[config.mk]
export PLATFORM = sky130hd
export DESIGN_NAME = tiny_io_ctrl_flat
export DESIGN_NICKNAME = d
export VERILOG_FILES = /design/src/rtl/tiny_io_ctrl_if.sv /design/src/rtl/tiny_io_ctrl.sv /design/src/flat_wrapper.sv
export SDC_FILE = /design/constraint.sdc
export NUM_CORES = 1
export LEC_CHECK = 0
export BUFFER_PORTS_ARGS = -buffer_cell sky130_fd_sc_hd__buf_2
export CAP_MARGIN = 20
export CORE_MARGIN = 3
export CORE_UTILIZATION = 35
export CTS_BUF_LIST = sky130_fd_sc_hd__clkbuf_2 sky130_fd_sc_hd__clkbuf_4 sky130_fd_sc_hd__clkbuf_8
export CTS_CLUSTER_DIAMETER = 200
export DETAILED_ROUTE_END_ITERATION = 7
export HOLD_SLACK_MARGIN = 0.06
export PLACE_DENSITY_LB_ADDON = 0.08
export SYNTH_ARGS = -nofsm -noshare
export SYNTH_HDL_FRONTEND = slang
export SYNTH_SLANG_ARGS = --single-unit
[constraint.sdc]
create_clock -name Clock -period 4 [get_ports Clock]
set_input_delay 0.8 -clock Clock [delete_from_list [all_inputs] [get_ports Clock]]
set_output_delay 0.8 -clock Clock [all_outputs]
set_load 0.05 [all_outputs]
[src/rtl/tiny_io_ctrl_if.sv]
// TinyComp I/O bus plus device-side RX/TX streams for tiny_io_ctrl.
// master = CPU/device side, slave = controller side.
interface tiny_io_ctrl_if #(
   parameter int NUM_CH = 4
);
   logic [3:0]          IOaddr;
   logic                IOread;
   logic                IOwrite;
   logic [31:0]         OutValue;
   logic [31:0]         InValue;
   logic                InReady;
   logic [NUM_CH*32-1:0] rx_data;
   logic [NUM_CH-1:0]   rx_valid;
   logic [NUM_CH-1:0]   rx_ready;
   logic [31:0]         tx_data;
   logic [3:0]          tx_chan;
   logic                tx_valid;
   logic                tx_ready;

   modport master (
      output IOaddr, IOread, IOwrite, OutValue, rx_data, rx_valid, tx_ready,
      input  InValue, InReady, rx_ready, tx_data, tx_chan, tx_valid
   );

   modport slave (
      input  IOaddr, IOread, IOwrite, OutValue, rx_data, rx_valid, tx_ready,
      output InValue, InReady, rx_ready, tx_data, tx_chan, tx_valid
   );
endinterface

[src/rtl/tiny_io_ctrl.sv]
// tiny_io_ctrl: TinyComp I/O port controller with per-channel RX FIFOs and one channel-tagged TX FIFO.
// Optional macro TINY_IO_STATUS_EN maps a status/clear register at channel address 15.
module tiny_io_ctrl #(
   parameter int NUM_CH   = 4,
   parameter int RX_DEPTH = 4,
   parameter int TX_DEPTH = 8
) (
   input  logic          Clock,
   input  logic          Reset_n,
   tiny_io_ctrl_if.slave io
);
   localparam int RXAW = $clog2(RX_DEPTH);
   localparam int RXCW = RXAW + 1;
   localparam int TXAW = $clog2(TX_DEPTH);
   localparam int TXCW = TXAW + 1;
   localparam logic [3:0] STATUS_ADDR = 4'hF;

   logic [NUM_CH-1:0]        rx_empty_s;
   logic [NUM_CH-1:0]        rx_full_s;
   logic [NUM_CH-1:0]        rd_hit_s;
   logic [NUM_CH-1:0][31:0]  rx_head_s;
   logic [31:0]              rd_head_s;
   logic                     rd_ne_s;
   logic [31:0]              in_value_s;
   logic                     in_ready_s;

   logic [35:0]              tx_mem_r [TX_DEPTH];
   logic [TXAW-1:0]          tx_wptr_r;
   logic [TXAW-1:0]          tx_rptr_r;
   logic [TXCW-1:0]          tx_cnt_r;
   logic                     tx_empty_s;
   logic                     tx_full_s;
   logic                     tx_wr_s;
   logic                     tx_push_s;
   logic                     tx_pop_s;

   logic                     ovf_r;
   logic                     udf_r;
   logic                     ovf_set_s;
   logic                     udf_set_s;
   logic                     flag_clr_s;

   for (genvar k = 0; k < NUM_CH; k++) begin : g_rx
      logic [31:0]     mem_r [RX_DEPTH];
      logic [RXAW-1:0] wptr_r;
      logic [RXAW-1:0] rptr_r;
      logic [RXCW-1:0] cnt_r;
      logic            push_s;
      logic            pop_s;

      assign rx_empty_s[k] = (cnt_r == RXCW'(0));
      assign rx_full_s[k]  = (cnt_r == RXCW'(RX_DEPTH));
      assign rx_head_s[k]  = mem_r[rptr_r];
      assign rd_hit_s[k]   = (io.IOaddr == 4'(k));
      assign push_s        = io.rx_valid[k] & ~rx_full_s[k];
      // An empty FIFO never pops, so a same-cycle push on empty is push-only.
      assign pop_s         = io.IOread & rd_hit_s[k] & ~rx_empty_s[k];

      // RX channel storage write
      always_ff @(posedge Clock) begin
         if (push_s) begin
            mem_r[wptr_r] <= io.rx_data[32*k +: 32];
         end
      end

      // RX channel pointers and occupancy
      always_ff @(posedge Clock or negedge Reset_n) begin
         if (!Reset_n) begin
            wptr_r <= RXAW'(0);
            rptr_r <= RXAW'(0);
            cnt_r  <= RXCW'(0);
         end else begin
            wptr_r <= push_s ? wptr_r + RXAW'(1) : wptr_r;
            rptr_r <= pop_s  ? rptr_r + RXAW'(1) : rptr_r;
            case ({push_s, pop_s})
               2'b10:   cnt_r <= cnt_r + RXCW'(1);
               2'b01:   cnt_r <= cnt_r - RXCW'(1);
               default: cnt_r <= cnt_r;
            endcase
         end
      end
   end

   // Zero-latency read mux over the addressed RX FIFO head
   always_comb begin
      rd_head_s = 32'h0;
      for (int k = 0; k < NUM_CH; k++) begin
         rd_head_s = rd_head_s | ({32{rd_hit_s[k] & ~rx_empty_s[k]}} & rx_head_s[k]);
      end
      rd_ne_s = |(rd_hit_s & ~rx_empty_s);
   end

`ifdef TINY_IO_STATUS_EN
   logic        rd_status_s;
   logic [31:0] status_word_s;

   assign rd_status_s = (io.IOaddr == STATUS_ADDR);

   // Status register image
   always_comb begin
      status_word_s             = 32'h0;
      status_word_s[NUM_CH-1:0] = ~rx_empty_s;
      status_word_s[16]         = tx_full_s;
      status_word_s[17]         = tx_empty_s;
      status_word_s[24]         = ovf_r;
      status_word_s[25]         = udf_r;
   end

   // CPU read data select with status register at address 15
   always_comb begin
      in_value_s = rd_head_s;
      in_ready_s = rd_ne_s;
      if (rd_status_s) begin
         in_value_s = status_word_s;
         in_ready_s = 1'b1;
      end else begin
         in_value_s = rd_head_s;
         in_ready_s = rd_ne_s;
      end
   end

   assign udf_set_s  = io.IOread & ~rd_ne_s & ~rd_status_s;
   assign flag_clr_s = io.IOwrite & rd_status_s;
`else
   assign in_value_s = rd_head_s;
   assign in_ready_s = rd_ne_s;
   assign udf_set_s  = io.IOread & ~rd_ne_s;
   assign flag_clr_s = 1'b0;
`endif

   assign io.InValue  = in_value_s;
   assign io.InReady  = in_ready_s;
   assign io.rx_ready = ~rx_full_s;

   assign tx_empty_s = (tx_cnt_r == TXCW'(0));
   assign tx_full_s  = (tx_cnt_r == TXCW'(TX_DEPTH));
   assign tx_wr_s    = io.IOwrite & (io.IOaddr != STATUS_ADDR);
   // Full is judged on pre-edge state, so a concurrent pop cannot rescue a push.
   assign tx_push_s  = tx_wr_s & ~tx_full_s;
   assign ovf_set_s  = tx_wr_s & tx_full_s;
   assign tx_pop_s   = ~tx_empty_s & io.tx_ready;

   assign io.tx_valid = ~tx_empty_s;
   assign io.tx_data  = tx_empty_s ? 32'h0 : tx_mem_r[tx_rptr_r][31:0];
   assign io.tx_chan  = tx_empty_s ? 4'h0  : tx_mem_r[tx_rptr_r][35:32];

   // TX storage write
   always_ff @(posedge Clock) begin
      if (tx_push_s) begin
         tx_mem_r[tx_wptr_r] <= {io.IOaddr, io.OutValue};
      end
   end

   // TX pointers and occupancy
   always_ff @(posedge Clock or negedge Reset_n) begin
      if (!Reset_n) begin
         tx_wptr_r <= TXAW'(0);
         tx_rptr_r <= TXAW'(0);
         tx_cnt_r  <= TXCW'(0);
      end else begin
         tx_wptr_r <= tx_push_s ? tx_wptr_r + TXAW'(1) : tx_wptr_r;
         tx_rptr_r <= tx_pop_s  ? tx_rptr_r + TXAW'(1) : tx_rptr_r;
         case ({tx_push_s, tx_pop_s})
            2'b10:   tx_cnt_r <= tx_cnt_r + TXCW'(1);
            2'b01:   tx_cnt_r <= tx_cnt_r - TXCW'(1);
            default: tx_cnt_r <= tx_cnt_r;
         endcase
      end
   end

   // Sticky error flags; a same-cycle set beats the clear
   always_ff @(posedge Clock or negedge Reset_n) begin
      if (!Reset_n) begin
         ovf_r <= 1'b0;
         udf_r <= 1'b0;
      end else begin
         ovf_r <= ovf_set_s ? 1'b1 : (flag_clr_s ? 1'b0 : ovf_r);
         udf_r <= udf_set_s ? 1'b1 : (flag_clr_s ? 1'b0 : udf_r);
      end
   end
endmodule

[src/flat_wrapper.sv]
// flat-port wrapper written by rule: the top's interface ports become plain ports
module tiny_io_ctrl_flat 
#(
   parameter int NUM_CH   = 4,
   parameter int RX_DEPTH = 4,
   parameter int TX_DEPTH = 8
)
  (Clock, Reset_n, io_IOaddr, io_IOread, io_IOwrite, io_OutValue, io_rx_data, io_rx_valid, io_tx_ready, io_InValue, io_InReady, io_rx_ready, io_tx_data, io_tx_chan, io_tx_valid);
  tiny_io_ctrl_if #(.NUM_CH(NUM_CH)) io_i ();
  input  logic Clock;
  input  logic Reset_n;
  input wire logic [$bits(io_i.IOaddr)-1:0] io_IOaddr;
  input wire logic [$bits(io_i.IOread)-1:0] io_IOread;
  input wire logic [$bits(io_i.IOwrite)-1:0] io_IOwrite;
  input wire logic [$bits(io_i.OutValue)-1:0] io_OutValue;
  input wire logic [$bits(io_i.rx_data)-1:0] io_rx_data;
  input wire logic [$bits(io_i.rx_valid)-1:0] io_rx_valid;
  input wire logic [$bits(io_i.tx_ready)-1:0] io_tx_ready;
  output wire logic [$bits(io_i.InValue)-1:0] io_InValue;
  output wire logic [$bits(io_i.InReady)-1:0] io_InReady;
  output wire logic [$bits(io_i.rx_ready)-1:0] io_rx_ready;
  output wire logic [$bits(io_i.tx_data)-1:0] io_tx_data;
  output wire logic [$bits(io_i.tx_chan)-1:0] io_tx_chan;
  output wire logic [$bits(io_i.tx_valid)-1:0] io_tx_valid;
  assign io_i.IOaddr = io_IOaddr;
  assign io_i.IOread = io_IOread;
  assign io_i.IOwrite = io_IOwrite;
  assign io_i.OutValue = io_OutValue;
  assign io_i.rx_data = io_rx_data;
  assign io_i.rx_valid = io_rx_valid;
  assign io_i.tx_ready = io_tx_ready;
  assign io_InValue = io_i.InValue;
  assign io_InReady = io_i.InReady;
  assign io_rx_ready = io_i.rx_ready;
  assign io_tx_data = io_i.tx_data;
  assign io_tx_chan = io_i.tx_chan;
  assign io_tx_valid = io_i.tx_valid;
  tiny_io_ctrl #(.NUM_CH(NUM_CH), .RX_DEPTH(RX_DEPTH), .TX_DEPTH(TX_DEPTH)) u_core (.Clock(Clock), .Reset_n(Reset_n), .io(io_i));
endmodule
==> out/results.md <==
| Stage | Quantity | Value |
| --- | --- | --- |
| outcome | Outcome | finished clean |
| place | Number of port buffers | 246 |
| layout | Fill cell total of the finished layout | 8107 |
| layout | P&R area growth vs syn | 18.45% |
| routing | Detail Route Antenna Nets | 0 |
| global routing | Vias in the first global route | 16680 |
| die | Core area | 90700 µm² |
| critical path | Reg-to-reg slack, setup | 1440 ps |
| min path | Class of the most critical hold timing path | in -> async |
| yosys | Ys Warns | 0 |
| clock tree | Clock tree buffer depth | 3 |
| global routing | Antenna violations before repair | 38 |
| clock tree | Clock network latency to the later pin of the worst-skew pair | 790 ps |
| place | Global placement routability congestion | 0.7394 |
| sta | Number of slew-limit violations in the final report | 0 |
| yosys | Synthesis-stage register bit count | 838 |
| clock tree | Cts bufs inserted | 148 |
| critical path | Crit path kind | reg -> out |
| clock tree | Number of hold-repair buffers added at the cts stage | 0 |
| yosys | Syn avg cell area | 22.21 µm² |
| yosys | Post-synthesis cell type count | 42 |
| clock tree | Count of clock tree sinks | 838 |
| die | Die outline height | 309.6 µm |
| power | Leakage dissipation | 0.01302 µW |
| yosys | Post-synthesis cell type with the largest combined area | edfxtp_1 |
| yosys | Number of synthesized flops with an enable pin | 800 |
| yosys | Yosys top cell area share | 0.7449 |
| sta | Worst-Margin Slew | 1080 ps |
| critical path | CP Capture Type | primary output |
| clock tree | Buffer cell driving the clock tree root | clkbuf_8 |
| die | Initial core utilization | 0.3556 |
| die | Standard-cell row count | 110 |
| sta | Post-Route Setup TNS | 0 ps |
| clock tree | Clock transition at the register clock pins on the worst setup and hold paths after CTS | 60 ps |
| sta | Unrepaired setup endpoints after global routing | no |
| routing | Sum of routed wire length over all layers | 83.53 mm |
| sta | Share of the cycle needed by the critical path after routing | 0.9361 |
| critical path | Signal arrival time at the worst endpoint | 2940 ps |
| layout | Total Nets Final | 2018 |
| global routing | Global route total overflow | 0 |
| yosys | Number of standard cells after synthesis | 1452 |
| layout | Layout cells sized above 1 | 0.3959 |
| routing | DRC violations left | 0 |
| routing | Vias per Instance | 4.991 |
| global routing | Pin count of the biggest net entering global routing | 49 |
| critical path | Crit start category | flip-flop |
| sta | Post-layout min period | 3744 ps |
| yosys | Main flop type after synthesis | edfxtp_1 |
| yosys | Cell types occupying the most area after synthesis | edfxtp_1 (74%), mux4_2 (14%), dfrtp_1 (2.9%) |
| sta | # setup viols final | 0 |
| layout | Area taken by multi-input logic gates | 6979 µm² |
| clock tree | CTS resizes | 0 |
| power | Maximum VDD drop | 0.2987 mV |
| routing | Via total after detailed routing | 15560 |
| die | Die Area | 95830 µm² |
| routing | Number of DRC markers after the initial detailed-route iteration | 1172 |
| die | Top-Level Pins | 247 |
| layout | Count of placed standard cells in the final layout, fillers left out | 3118 |
| place | DP Cell Count | 2842 |
| critical path | Critical path fanouts, max | 26 |
| clock tree | CTS H-Tree Depth | 4 |
| yosys | Combined area of all synthesized cells | 32250 µm² |
| routing | Post-DR wirelength/cell | 26.79 µm |
| clock tree | Post-CTS setup buffers | 0 |
| power | Total power divided by cell area | 757.4 nW/µm² |
| flow run | # Max-Cap Violations | 0 |
| global routing | Total routing resource utilization after global routing | 0.1764 |
| critical path | Crit Reg-Reg Endpoint | u_core.tx_cnt_r[2] |
| critical path | Req. time, crit path | 3200 ps |
| die | Die W | 309.6 µm |
| yosys | Seq/Total Area, Yosys | 0.7743 |
| critical path | Length in cells of the worst reg-to-reg path | 11 |
| layout | Area of all sequential standard cells | 24990 µm² |
| routing | DR pass1 iterations | 5 |
| yosys | Net count of the mapped netlist | 1654 |
| sta | Tightest slew margin relative to the limit | 0.2802 |
| sta | Upper clock frequency limit | 0.2671 GHz |
| sta | Worst Clk Skew | 37.33 ps |
| critical path | Source of the worst register-to-register timing path | u_core.tx_cnt_r[1] |
| global routing | Global-route wire length before repair | 119.0 mm |
| sta | Final hold violation count | 0 |
| place | Hpwl dp | 52.31 mm |
| yosys | Share of flip-flops with an asynchronous set or reset after synthesis | 0.04535 |
| clock tree | TritonCTS clock tree | yes |
power by group:
group	internal [µW]	leakage [µW]	switching [µW]
clock network	4160	0.00152	3460
registers	11500	0.00775	862
logic	3330	0.00376	5660
cells in the mapped netlist, drive strengths merged (2+ instances only):
library cell	count
edfxtp	800
nand2b	3
dfrtp	38
nor2	49
clkbuf	29
nand2	37
ha	25
mux2	7
a22oi	64
xor2	17
xnor2	15
fa	4
and2	9
nor4	2
mux2i	39
nand4	2
mux4	200
nor3	8
buf	40
nand3	10
and3	16
inv	26
through the flow:
| stage | power, µW | setup WS, ps | instance area, µm² | hold WS (ps) | util |
|---|---|---|---|---|---|
| 3_5_place_dp | 21890 | 686.3 | 35310 | 489.1 | 0.3893 |
| 3_3_place_gp | 21880 | 709.8 | 35310 | 482.2 | 0.3893 |
| 2_1_floorplan | 18270 | 650.1 | 32260 | 463.8 | - |
| 4_1_cts | 29680 | 80.13 | 38170 | 127.8 | 0.4208 |
| 6_report | 28940 | 255.6 | 38200 | 181.1 | 0.4212 |
| 5_1_grt | 30480 | 29.91 | 38170 | 152.9 | 0.4209 |
state kept, by name (all words and copies together), names as in the netlist:
| register | count |
|---|---|
| u_core.g_rx.cnt_r | 12 |
| u_core.g_rx.mem_r | 512 |
| u_core.g_rx.rptr_r | 8 |
| u_core.g_rx.wptr_r | 8 |
| u_core.tx_cnt_r | 4 |
| u_core.tx_mem_r | 288 |
| u_core.tx_rptr_r | 3 |
| u_core.tx_wptr_r | 3 |
critical path, cell delays in order (launching register included):
cell	delay, ps
dfrtp_2	610
buf_12	300
mux4_2	620
a22oi_1	240
nand2_1	190
buf_12	200
logic make-up after synthesis:
group,share of synthesized area
xor+xnor,0.008690
buf+inv,0.01280
simple gates,0.02196
compound gates,0.01571
fa+ha+maj,0.01218
flops,0.7743
mux,0.1543
worst max path at each step:
stage | slack [ps] | start | to
final | 260 | u_core.g_rx[1].rptr_r[0] | io_InValue[18]
after global routing | 30 | u_core.tx_rptr_r[0] | io_tx_data[31]
after CTS | 80 | u_core.g_rx[1].rptr_r[0] | io_InValue[18]
after detailed placement | 690 | io_IOaddr[1] | io_InValue[20]
after global placement | 710 | io_IOaddr[1] | io_InValue[24]
after floorplan | 650 | io_IOaddr[3] | u_core.tx_mem_r[6][0]
cell type report:
class,count,share of cell area
Sequential cell,838,0.6542
Multi-Input combinational cell,519,0.1827
Clock buffer,211,0.06636
Timing Repair Buffer,283,0.04644
Tap cell,1176,0.03852
Clock inverter,53,0.008450
Inverter,26,0.002555
Antenna cell,12,0.0007861
per-layer routing:
metal	GRT usage	wire [µm]	up-vias
met5	0	126	-
met4	0.06941	2850	20
met3	0.04976	5155	171
met2	0.3050	43080	416
met1	0.2088	32310	8148
li1	-	-	6807
layout by cell type, fill, tap and decap left out, types with 5 or more instances in the layout:
| master | count |
|---|---|
| diode_2 | 12 |
| clkinv_1 | 28 |
| clkinv_2 | 10 |
| mux2i_1 | 39 |
| ha_1 | 25 |
| inv_1 | 25 |
| nand3_1 | 10 |
| dfrtp_2 | 5 |
| mux2_2 | 5 |
| and3_2 | 16 |
| buf_4 | 23 |
| edfxtp_1 | 800 |
| dfrtp_1 | 30 |
| clkbuf_8 | 152 |
| buf_2 | 240 |
| inv_6 | 6 |
| xnor2_1 | 15 |
| buf_12 | 20 |
| nor2_1 | 42 |
| nand2_1 | 37 |
| mux4_2 | 200 |
| a22oi_1 | 64 |
| nor2_4 | 7 |
| and2_1 | 8 |
| xor2_1 | 17 |
| clkbuf_4 | 59 |
Power figures use the tool's default switching activity.
